`src/rtl/pixie_pkg.sv`:
```
// ----------------------------------------------------------------------------
// pixie_pkg
// Shared definitions for the Pixie-style display front end:
//   - CPU state code encodings (SC bus)
//   - line repeat encodings (scan lines per stored row)
//   - helpers for stored-row count and inclusive range tests
// ----------------------------------------------------------------------------
package pixie_pkg;

    typedef enum logic [1:0] {
        SC_FETCH   = 2'b00,
        SC_EXECUTE = 2'b01,
        SC_DMA     = 2'b10,
        SC_INT     = 2'b11
    } sc_e;

    typedef enum logic [1:0] {
        REP_1 = 2'd0,
        REP_2 = 2'd1,
        REP_4 = 2'd2,
        REP_8 = 2'd3
    } rep_e;

    // Number of distinct stored rows in the active window for a repeat mode.
    function automatic int rows_for_repeat(input int activeLines, input rep_e rep);
        return activeLines >> rep;
    endfunction

    // Inclusive range test used by the window decodes.
    function automatic logic in_range(input int x, input int lo, input int hi);
        return (x >= lo) && (x <= hi);
    endfunction

endpackage

```
`src/rtl/pixie_timing_gen.sv`:
```
// ----------------------------------------------------------------------------
// pixie_timing_gen
// Horizontal (machine-cycle slot) and vertical (scan line) counters for the
// display front end, plus the window decodes the top level registers.
//
// Decodes named o_next_* look at the counter values the next clk_enable tick
// will produce, so the top level can register them on that tick and have its
// outputs reflect the post-tick position. o_line_wrap and o_cur_active describe
// the current (pre-tick) position, which is where a DMA cycle issued in this
// tick belongs.
//
// Ports:
//   i_clk, i_reset_n, i_clk_enable : clock, async active-low reset, tick
//   o_line_wrap         : current slot is the last one of the line
//   o_cur_active        : current line is inside the active window
//   o_next_frame_start  : this tick wraps the counters to (0, 0)
//   o_next_active_start : this tick enters the first active line
//   o_next_active       : post-tick line is inside the active window
//   o_next_int_win      : post-tick line is inside the interrupt lead window
//   o_next_ef_win       : post-tick line is inside either EF window
//   o_next_dma_slot     : post-tick slot is one of the DMA slots
// ----------------------------------------------------------------------------
module pixie_timing_gen
    import pixie_pkg::*;
#(
    parameter int BYTES_PER_LINE  = 14,
    parameter int LINES_PER_FRAME = 262,
    parameter int ACTIVE_START    = 80,
    parameter int ACTIVE_LINES    = 128,
    parameter int DMA_START       = 1,
    parameter int DMA_BYTES       = 8,
    parameter int INT_LEAD        = 2,
    parameter int EF_LINES        = 4
) (
    input  logic i_clk,
    input  logic i_reset_n,
    input  logic i_clk_enable,
    output logic o_line_wrap,
    output logic o_cur_active,
    output logic o_next_frame_start,
    output logic o_next_active_start,
    output logic o_next_active,
    output logic o_next_int_win,
    output logic o_next_ef_win,
    output logic o_next_dma_slot
);

    localparam int H_W        = $clog2(BYTES_PER_LINE);
    localparam int V_W        = $clog2(LINES_PER_FRAME);
    localparam int ACTIVE_END = ACTIVE_START + ACTIVE_LINES - 1;

    logic [H_W-1:0] r_h;
    logic [V_W-1:0] r_v;
    logic [H_W-1:0] w_h_next;
    logic [V_W-1:0] w_v_next;
    logic           w_frame_wrap;

    // Next-position arithmetic: h wraps every line, v steps on the h wrap and
    // wraps at the end of the frame.
    assign o_line_wrap  = (r_h == H_W'(BYTES_PER_LINE - 1));
    assign w_frame_wrap = o_line_wrap && (r_v == V_W'(LINES_PER_FRAME - 1));
    assign w_h_next     = o_line_wrap ? '0 : r_h + 1'b1;
    assign w_v_next     = w_frame_wrap ? '0 : (o_line_wrap ? r_v + 1'b1 : r_v);

    // Window decodes: the active test on the current line qualifies DMA
    // capture, everything else is taken from the post-tick position.
    assign o_cur_active        = in_range(int'(r_v), ACTIVE_START, ACTIVE_END);
    assign o_next_frame_start  = w_frame_wrap;
    assign o_next_active_start = o_line_wrap && (int'(w_v_next) == ACTIVE_START);
    assign o_next_active       = in_range(int'(w_v_next), ACTIVE_START, ACTIVE_END);
    assign o_next_int_win      = in_range(int'(w_v_next), ACTIVE_START - INT_LEAD,
                                          ACTIVE_START - 1);
    assign o_next_ef_win       = in_range(int'(w_v_next), ACTIVE_START - EF_LINES,
                                          ACTIVE_START - 1)
                              || in_range(int'(w_v_next), ACTIVE_END + 1 - EF_LINES,
                                          ACTIVE_END);
    assign o_next_dma_slot     = in_range(int'(w_h_next), DMA_START,
                                          DMA_START + DMA_BYTES - 1);

    // Counter registers only move on machine-cycle ticks.
    always_ff @(posedge i_clk or negedge i_reset_n) begin
        if (!i_reset_n) begin
            r_h <= '0;
            r_v <= '0;
        end else if (i_clk_enable) begin
            r_h <= w_h_next;
            r_v <= w_v_next;
        end
    end

endmodule

```
`src/rtl/pixie_dp_front_end_gen.sv`:
```
// ----------------------------------------------------------------------------
// pixie_dp_front_end_gen
// Parametrised Pixie-style display front end for a CDP1802 core. Generates
// frame/line timing, DMA-out requests, interrupt and EF flag, and writes DMA
// bytes into the display frame buffer with selectable line repeat.
//
// Ports:
//   clk, reset_n, clk_enable : clock, async active-low reset, machine tick
//   SC          : CPU state code (10 = DMA cycle)
//   disp_on     : display enable strobe
//   disp_off    : display disable strobe (wins over disp_on)
//   line_repeat : scan lines per stored row (1/2/4/8), latched per frame
//   data_in     : CPU data bus, captured on accepted DMA cycles
//   DMAO_n      : DMA-out request, active low
//   INT_n       : interrupt request, active low
//   EF_n        : frame flag, active low
//   mem_addr, mem_data, mem_wr_en : frame buffer write port
//   frame_start : one-clk pulse when the counters wrap to (0, 0)
//   dma_overrun : one-clk pulse on a DMA cycle beyond the per-line limit
// ----------------------------------------------------------------------------
module pixie_dp_front_end_gen
    import pixie_pkg::*;
#(
    parameter int BYTES_PER_LINE  = 14,
    parameter int LINES_PER_FRAME = 262,
    parameter int ACTIVE_START    = 80,
    parameter int ACTIVE_LINES    = 128,
    parameter int DMA_START       = 1,
    parameter int DMA_BYTES       = 8,
    parameter int INT_LEAD        = 2,
    parameter int EF_LINES        = 4,
    parameter int ADDR_W          = 10
) (
    input  logic              clk,
    input  logic              reset_n,
    input  logic              clk_enable,
    input  logic [1:0]        SC,
    input  logic              disp_on,
    input  logic              disp_off,
    input  logic [1:0]        line_repeat,
    input  logic [7:0]        data_in,
    output logic              DMAO_n,
    output logic              INT_n,
    output logic              EF_n,
    output logic [ADDR_W-1:0] mem_addr,
    output logic [7:0]        mem_data,
    output logic              mem_wr_en,
    output logic              frame_start,
    output logic              dma_overrun
);

    localparam int BC_W  = $clog2(DMA_BYTES + 1);
    localparam int ROW_W = $clog2(ACTIVE_LINES);

    logic             w_line_wrap;
    logic             w_cur_active;
    logic             w_next_frame_start;
    logic             w_next_active_start;
    logic             w_next_active;
    logic             w_next_int_win;
    logic             w_next_ef_win;
    logic             w_next_dma_slot;

    logic             r_enabled;
    rep_e             r_rep;
    logic [BC_W-1:0]  r_byte_cnt;
    logic [ROW_W-1:0] r_row_cnt;
    logic [2:0]       r_rep_cnt;

    logic              w_en_next;
    logic              w_dma_cycle;
    logic              w_byte_ok;
    logic              w_last_rep;
    logic              w_last_row;
    logic [ADDR_W-1:0] w_addr;

    pixie_timing_gen #(
        .BYTES_PER_LINE  (BYTES_PER_LINE),
        .LINES_PER_FRAME (LINES_PER_FRAME),
        .ACTIVE_START    (ACTIVE_START),
        .ACTIVE_LINES    (ACTIVE_LINES),
        .DMA_START       (DMA_START),
        .DMA_BYTES       (DMA_BYTES),
        .INT_LEAD        (INT_LEAD),
        .EF_LINES        (EF_LINES)
    ) u_timing (
        .i_clk               (clk),
        .i_reset_n           (reset_n),
        .i_clk_enable        (clk_enable),
        .o_line_wrap         (w_line_wrap),
        .o_cur_active        (w_cur_active),
        .o_next_frame_start  (w_next_frame_start),
        .o_next_active_start (w_next_active_start),
        .o_next_active       (w_next_active),
        .o_next_int_win      (w_next_int_win),
        .o_next_ef_win       (w_next_ef_win),
        .o_next_dma_slot     (w_next_dma_slot)
    );

    // The request outputs follow the enable value this tick produces, while
    // DMA acceptance uses the enable value in force when the CPU issued the
    // cycle. The row limit keeps the address inside the active frame buffer
    // area even after the last active line wraps.
    assign w_en_next   = disp_off ? 1'b0 : (disp_on ? 1'b1 : r_enabled);
    assign w_dma_cycle = (SC == SC_DMA) && r_enabled && w_cur_active;
    assign w_byte_ok   = (r_byte_cnt < BC_W'(DMA_BYTES));
    assign w_last_rep  = (r_rep_cnt == 3'((1 << r_rep) - 1));
    assign w_last_row  = (r_row_cnt == ROW_W'(rows_for_repeat(ACTIVE_LINES, r_rep) - 1));
    assign w_addr      = ADDR_W'(int'(r_row_cnt) * DMA_BYTES + int'(r_byte_cnt));

    // Enable flag, registered output decodes, DMA capture and row tracking.
    // Pulse outputs drop back to zero on every clk so they are one clk wide
    // even when ticks arrive back to back.
    always_ff @(posedge clk or negedge reset_n) begin
        if (!reset_n) begin
            r_enabled   <= 1'b0;
            r_rep       <= REP_1;
            r_byte_cnt  <= '0;
            r_row_cnt   <= '0;
            r_rep_cnt   <= '0;
            DMAO_n      <= 1'b1;
            INT_n       <= 1'b1;
            EF_n        <= 1'b1;
            mem_addr    <= '0;
            mem_data    <= '0;
            mem_wr_en   <= 1'b0;
            frame_start <= 1'b0;
            dma_overrun <= 1'b0;
        end else begin
            mem_wr_en   <= 1'b0;
            frame_start <= 1'b0;
            dma_overrun <= 1'b0;
            if (clk_enable) begin
                r_enabled   <= w_en_next;
                DMAO_n      <= ~(w_en_next & w_next_active & w_next_dma_slot);
                INT_n       <= ~(w_en_next & w_next_int_win);
                EF_n        <= ~w_next_ef_win;
                frame_start <= w_next_frame_start;
                if (w_next_frame_start) begin
                    r_rep <= rep_e'(line_repeat);
                end
                if (w_dma_cycle) begin
                    if (w_byte_ok) begin
                        mem_addr   <= w_addr;
                        mem_data   <= data_in;
                        mem_wr_en  <= 1'b1;
                        r_byte_cnt <= r_byte_cnt + 1'b1;
                    end else begin
                        dma_overrun <= 1'b1;
                    end
                end
                if (w_line_wrap) begin
                    r_byte_cnt <= '0;
                    if (w_next_active_start) begin
                        r_row_cnt <= '0;
                        r_rep_cnt <= '0;
                    end else if (w_cur_active) begin
                        if (w_last_rep) begin
                            r_rep_cnt <= '0;
                            r_row_cnt <= w_last_row ? '0 : r_row_cnt + 1'b1;
                        end else begin
                            r_rep_cnt <= r_rep_cnt + 1'b1;
                        end
                    end
                end
            end
        end
    end

endmodule

```
`config.mk`:
```
export PLATFORM = sky130hd
export DESIGN_NAME = pixie_dp_front_end_gen
export DESIGN_NICKNAME = d
export VERILOG_FILES = /design/src/rtl/pixie_pkg.sv /design/src/rtl/pixie_timing_gen.sv /design/src/rtl/pixie_dp_front_end_gen.sv
export SDC_FILE = /design/constraint.sdc
export NUM_CORES = 1
export LEC_CHECK = 0
export BUFFER_PORTS_ARGS = -buffer_cell sky130_fd_sc_hd__buf_2
export CORE_ASPECT_RATIO = 0.75
export CORE_MARGIN = 10
export CORE_UTILIZATION = 53
export CTS_BUF_LIST = sky130_fd_sc_hd__clkbuf_2 sky130_fd_sc_hd__clkbuf_4 sky130_fd_sc_hd__clkbuf_8
export CTS_CLUSTER_SIZE = 25
export DETAILED_ROUTE_END_ITERATION = 10
export HOLD_SLACK_MARGIN = 0.1
export PLACE_DENSITY = 0.78
export SLEW_MARGIN = 20
export SYNTH_ARGS = -nofsm -noshare
export SYNTH_HDL_FRONTEND = slang
export SYNTH_SLANG_ARGS = --single-unit
```
`constraint.sdc`:
```
create_clock -name clk -period 2.9 [get_ports clk]
set_input_delay 0 -clock clk [delete_from_list [all_inputs] [get_ports clk]]
set_output_delay 0 -clock clk [all_outputs]
set_load 0.02 [all_outputs]
```
Yosys cells after proc, flatten, opt, wreduce, memory -nomap -nowiden
Cells that the tools add are included.

storage, ports and cells
  output and inout port bits = 24
  register bits = 54
  input port bits = 17
  word-level logic and storage cells = 90

operators by class
  $lt $le $gt $ge = 11
  muxes and demuxes = 22
  shifts and indexed selects = 2
  $add $sub $neg = 8
  reductions and logical operators = 20
  bitwise operators = 6
  equality and inequality tests = 6

operators by type and width
  kind                   count
  $ge A9 B7 Y1 const B   4
  $mux W7                4
  $le A9 B8 Y1 const B   2
  $mux W9                2
  $mux W4                4
  $add A10 B4 Y10        1
  $logic_and A1 B1 Y1    10
  $add A9 B1 Y9 const B  1
  $eq A9 B8 Y1 const B   1
  $eq A9 B9 Y1 const B   1
  $ge A9 B8 Y1 const B   1
  $le A9 B7 Y1 const B   1
  $mux W1                9
  $mux W3                3
  $reduce_and A3 Y1      3
  $add A4 B1 Y4 const B  2
  $reduce_bool A2 Y1     4
  $shr A8 B2 Y7 const A  1
  $add A7 B1 Y7 const B  1
  $eq A7 B7 Y1           1
  $sub A7 B2 Y7 const B  1
  $eq A4 B4 Y1 const B   1
  $ge A4 B1 Y1 const B   1
  $le A4 B4 Y1 const B   1
  11 further kinds       15

Longest topological paths before layout
  depth in word-level cells = 8
  depth in mapped cells = 10
  mapped depth without buffers = 8

Modules after synthesis
From an unflattened synthesis, not the netlist that was laid out.

unflattened totals
  cells, all modules = 317
  area total of the unflattened synthesis = 3183.1 um^2

by module, submodules not included
  module                  cells an instance  area each (um^2)  sequential area each (um^2)  instances
  pixie_dp_front_end_gen  169                1950.6            1029.7                       1
  pixie_timing_gen        148                1232.4            325.3                        1

Worst setup path after synthesis
OpenSTA, ideal clock, no wires.

  kind = register -> register
  start point = reg u_timing.r_v[0]
  end point = reg r_row_cnt[4]
  arrival time = 2.074 ns
  buffers on the path = 1
  required time = 2.773 ns
  clock period less this slack = 2.201 ns
  slack = 0.699 ns
  stages on the path, launching flop included = 9
  cell sequence = dfrtp_1 ha_1 clkbuf_1 xor2_1 nor3_1 o31ai_1 or4b_4 nor3_2 o22ai_1

between the ends
  longest elaborated chain between the ends = 7

ends and longest elaborated chain
  what                                                   RTL line                                        text
  from (decl)                                            pixie_timing_gen.sv:53                          logic [V_W-1:0] r_v;
  from (signal assigned)                                 pixie_timing_gen.sv:87                          r_v <= w_v_next;
  $add A9 B1 Y9 / $eq A9 B9 Y1 (equally long branches)   pixie_timing_gen.sv:63, pixie_timing_gen.sv:61
  $mux W9 / $logic_and A1 B1 Y1 (equally long branches)  pixie_timing_gen.sv:63, pixie_timing_gen.sv:61
  $mux W9                                                pixie_timing_gen.sv:63                          assign w_v_next = w_frame_wrap ? '0 : (o_line_wrap ? r_v + 1'b1 : r_v);
  $eq A9 B8 Y1                                           pixie_timing_gen.sv:69                          assign o_next_active_start = o_line_wrap && (int'(w_v_next) == ACTIVE_START);
  $logic_and A1 B1 Y1                                    pixie_timing_gen.sv:69
  $reduce_bool A2 Y1 (no line)                           --
  $reduce_and A4 Y1 (no line)                            --
  to (signal assigned)                                   pixie_dp_front_end_gen.sv:160                   r_row_cnt <= w_last_row ? '0 : r_row_cnt + 1'b1;
  to (decl)                                              pixie_dp_front_end_gen.sv:67                    logic [ROW_W-1:0] r_row_cnt;

Several ways; a longest one is shown, not always the timed one.
A chain may end at the register's enable or synchronous reset.

Final worst setup path
  start point = reg u_timing.r_h[1]
  end point = reg r_row_cnt[4]

between the ends
  longest elaborated chain between the ends = 7

ends and longest elaborated chain
  what                                                   RTL line                                        text
  from (decl)                                            pixie_timing_gen.sv:52                          logic [H_W-1:0] r_h;
  from (signal assigned)                                 pixie_timing_gen.sv:86                          r_h <= w_h_next;
  $eq A4 B4 Y1 (*)                                       pixie_timing_gen.sv:60                          assign o_line_wrap = (r_h == H_W'(BYTES_PER_LINE - 1));
  $mux W9 / $logic_and A1 B1 Y1 (equally long branches)  pixie_timing_gen.sv:63, pixie_timing_gen.sv:61
  $mux W9                                                pixie_timing_gen.sv:63
  $eq A9 B8 Y1                                           pixie_timing_gen.sv:69
  $logic_and A1 B1 Y1                                    pixie_timing_gen.sv:69
  $reduce_bool A2 Y1 (no line)                           --
  $reduce_and A4 Y1 (no line)                            --

Mark *: on every way between the ends. The rest lies on a longest branch, timed or not.

==> metrics.log <==
[metrics] reg-to-reg startpoint: u_timing.r_h[1]
[metrics] top layer in use: met4
[metrics] final setup TNS: 0 ns
[metrics] commonest register cell after synthesis: sky130_fd_sc_hd__dfrtp_1
[metrics] nature of the critical path startpoint: register
[metrics] # setup viols final: 0
[metrics] cell area reported after detailed placement: 3480 um^2
[metrics] die height: 87.7 um
[metrics] Critical Path Sink Type: register
[metrics] fill count: 489
[metrics] Yosys top cell by area: sky130_fd_sc_hd__dfrtp_1
[metrics] final worst setup slack: 0.224 ns
[metrics] post-route ant nets: 0
[metrics] top library cells by usage in the layout, fill and taps aside: 51 x sky130_fd_sc_hd__dfrtp_1, 40 x sky130_fd_sc_hd__buf_2, 37 x sky130_fd_sc_hd__nand2_1, 25 x sky130_fd_sc_hd__nor2_1, 20 x sky130_fd_sc_hd__o21ai_0
[metrics] outcome: completed
[metrics] fraction of registers with async set/reset: 1.00
[metrics] Clock Latency Late Sink: 0.31 ns
[metrics] Post-synth EDFFs: 0
[metrics] via count of the first global-routing pass: 2686
[metrics] nets: 421
[metrics] vias post-DR: 2770
[metrics] top cells by area, synth: sky130_fd_sc_hd__dfrtp_1 39%, sky130_fd_sc_hd__mux2_1 4.5%, sky130_fd_sc_hd__nand2_1 4.3%
[metrics] Leak Pwr: 1.61 nW
[metrics] standard-cell rows: 24
[metrics] DR WL met3: 642 um
[metrics] DRC errors left: 0
[metrics] CTS H-tree depth: 2
[metrics] post-route fraction of the period consumed by the critical path: 0.923
[metrics] Chip Width: 110 um
[metrics] Pwr per Cell Area: 611 nW/um^2
[metrics] starting density of the core: 0.553
[metrics] minimum clock period: 2.68 ns
[metrics] register clock-pin slew on the reported worst setup and hold paths: 0.11 ns
[metrics] drt wl/cell: 16.5 um
[metrics] aggregate global routing overflow: 0
[metrics] DP Worst Slack: 0.307 ns
[metrics] post-route standard cell area excluding fillers: 3700 um^2
[metrics] maximum number of pins on one net before global-route repair: 30
[metrics] final routed wirelength across all metal layers: 7.77 mm
[metrics] count of cell types in the netlist: 63
[metrics] number of antenna violations at the first check in global routing: 0
[metrics] crit path kind: register to register
[metrics] setup slack of the most critical reg-to-reg path: 0.22 ns
[metrics] routability congestion estimate from global placement: 1.02
[metrics] transition time of the tightest slew-check pin: 0.659 ns
[metrics] endpoint of the worst hold path: DMAO_n
[metrics] number of inserted diodes: 0
[metrics] Warnings, synthesis: 0
[metrics] commonest non-fill, non-tap cell in the layout: sky130_fd_sc_hd__dfrtp_1
[metrics] core outline area: 5860 um^2
[metrics] number of nets produced by synthesis: 375
[metrics] number of port buffers: 40
[metrics] number of max-slew violations in the final report: 0
[metrics] cell depth of the worst hold path: 3
[metrics] worst relative slew slack: 0.560
[metrics] count of clock tree sinks: 54
[metrics] cell chosen for the clock root: sky130_fd_sc_hd__clkbuf_8
[metrics] TritonCTS clock tree: yes
[metrics] maximum buffer depth of the clock tree: 2
[metrics] highest clock frequency the design can meet: 374 MHz
[metrics] Ports: 41
[metrics] overall routing resource usage: 0.170
[metrics] routed length on met2: 3.44 mm
[metrics] Worst Hold Launch: clk_enable
[metrics] number of post-CTS setup repair buffers: 0
[metrics] clk_skew: 0.00957 ns
[metrics] number of synthesized register bits: 54
[metrics] number of clock buffers inserted by TritonCTS: 5
[metrics] Critical Path AT: 2.87 ns
[metrics] 1st-iter DRT viols: 195
[metrics] maximum ir drop on the vdd rail: 474 uV
[metrics] global-route wire length before repair: 13.4 mm
[metrics] number of hold violations in the final report: 0
[metrics] depth of the worst register-to-register path: 8
[metrics] Worst Path Required: 3.10 ns
[metrics] setup repair after global routing missed its margin: false
[metrics] full die area: 9660 um^2
[metrics] netlist area before placement: 3240 um^2
[metrics] average cell area after synthesis: 9.32 um^2
[metrics] fraction of final layout cells with drive strength greater than 1: 0.201
[metrics] placed wire-length estimate after detailed placement: 5.64 mm
[metrics] Max-cap violations: 0
[metrics] endpoint of the lowest-slack register-to-register path: r_row_cnt[4]
[metrics] path category of the worst min-delay check: input pin to register
[metrics] number of detailed-route iterations in the first pass: 5
[metrics] Worst path max stage delay: 0.57 ns
[metrics] metal1 wirelength: 3.60 mm
[metrics] register area share after synthesis: 0.419
[metrics] Yosys top cell area share: 0.394
[metrics] cell type of the slowest stage on the worst timing path: sky130_fd_sc_hd__or4b_4
[metrics] Area growth syn-to-layout: 14.5%
[metrics] largest fanout of any net on the critical path: 6
[metrics] detail-routed via count per cell: 5.87
[metrics] critical-path cell list: inv_1 -> ha_1 -> and3_1 -> nand4_2 -> xor2_2 -> or4b_4 -> nor3_2 -> o22ai_1
[metrics] cell count after synthesis: 347
layout make-up:
cell class / count / area, um^2 / area share
Clock buffer: 5 / 68.8 / 0.0186
Clock inverter: 3 / 26.3 / 0.00709
Inverter: 12 / 47.5 / 0.0128
Multi-Input combinational cell: 259 / 1720 / 0.464
Sequential cell: 54 / 1360 / 0.366
Tap cell: 78 / 97.6 / 0.0263
Timing Repair Buffer: 61 / 390 / 0.105
worst max-delay path by stage:
stage	startpoint	end	slack, ns	cells after the start
after CTS	u_timing.r_h[1]	r_row_cnt[0]	0.27	8
final	u_timing.r_h[1]	r_row_cnt[4]	0.22	8
after floorplan	u_timing.r_v[0]	r_row_cnt[4]	0.70	8
after global placement	u_timing.r_h[1]	r_row_cnt[3]	0.36	8
after detailed placement	u_timing.r_h[1]	r_row_cnt[0]	0.31	8
after global routing	u_timing.r_h[1]	r_row_cnt[4]	0.09	8
where the power goes:
part / switching [mW] / internal, mW / total (mW)
sequential: 0.190 / 0.901 / 1.09
combinational: 0.443 / 0.286 / 0.729
clock: 0.267 / 0.178 / 0.445
total: 0.900 / 1.36 / 2.26
state kept, by name, summed over array words and instances (netlist names):
register and cells:
r_rep_cnt 3, mem_data 8, r_byte_cnt 4, r_enabled 1, INT_n 1, DMAO_n 1, frame_start 1, u_timing.r_h 4
dma_overrun 1, mem_addr 10, mem_wr_en 1, u_timing.r_v 9, r_rep 2, EF_n 1, r_row_cnt 7
cell usage after synthesis (2+ instances only):
master and n:
sky130_fd_sc_hd__nor3b_1 6, sky130_fd_sc_hd__buf_2 7, sky130_fd_sc_hd__ha_1 11, sky130_fd_sc_hd__xor2_1 7
sky130_fd_sc_hd__clkbuf_1 11, sky130_fd_sc_hd__inv_1 10, sky130_fd_sc_hd__o22ai_1 3, sky130_fd_sc_hd__mux2_1 13
sky130_fd_sc_hd__and3_1 4, sky130_fd_sc_hd__nor3_1 11, sky130_fd_sc_hd__o31ai_1 7, sky130_fd_sc_hd__nor2_1 25
sky130_fd_sc_hd__dfstp_2 3, sky130_fd_sc_hd__o211ai_2 2, sky130_fd_sc_hd__xnor2_1 8, sky130_fd_sc_hd__nand4_1 7
sky130_fd_sc_hd__o21ai_0 20, sky130_fd_sc_hd__a21o_1 2, sky130_fd_sc_hd__a31oi_1 4, sky130_fd_sc_hd__o2111ai_1 3
sky130_fd_sc_hd__nand3_1 19, sky130_fd_sc_hd__nor3_2 2, sky130_fd_sc_hd__buf_4 2, sky130_fd_sc_hd__o21ai_1 12
sky130_fd_sc_hd__buf_6 2, sky130_fd_sc_hd__and2_1 6, sky130_fd_sc_hd__o211ai_1 4, sky130_fd_sc_hd__dfrtp_1 51
sky130_fd_sc_hd__nand2_1 37, sky130_fd_sc_hd__nand3b_1 3, sky130_fd_sc_hd__a41oi_1 2, sky130_fd_sc_hd__nor2_2 2
sky130_fd_sc_hd__nand4b_1 2, sky130_fd_sc_hd__or3_1 5, sky130_fd_sc_hd__a21oi_1 5, sky130_fd_sc_hd__o41ai_1 2
routing by layer:
metal	vias up	track usage
li1	1339	-
met1	1297	0.244
met4	0	0.0419
met3	11	0.0448
met5	-	0
met2	123	0.249
cell families after synthesis:
| family | share of synthesized area |
|---|---|
| AOI/OAI and AO/OA | 0.154 |
| xor gates and xnor gates | 0.0456 |
| adders and majority gates | 0.0425 |
| buffers and inverters | 0.0499 |
| DFF | 0.419 |
| muxes | 0.0483 |
| and+or+nand+nor | 0.241 |
critical path: cells and delay by family (launching register included):
kind            cells  cell delay (ns)
xor+xnor            1             0.38
fa+ha+maj           1             0.26
compound gates      1             0.11
flops               1             0.40
buf+inv             1             0.11
simple gates        4             1.30
through the flow:
step / power (mW) / util / instances / hold slack, ns
final: 2.26 / 0.633 / 472 / 0.106
after global placement: 1.78 / 0.594 / 451 / 0.0667
after global routing: 2.42 / 0.633 / 472 / 0.135
after detailed placement: 1.81 / 0.594 / 451 / 0.0645
after CTS: 2.27 / 0.633 / 472 / 0.106
after floorplan: 1.58 / - / 347 / -0.296
what timing repair did:
action,in CTS,in global routing
hold buffers,13,0
gates resized for setup,0,0
endpoints found under the hold margin,36,0
Note: power is estimated with default switching activity, not from simulation.
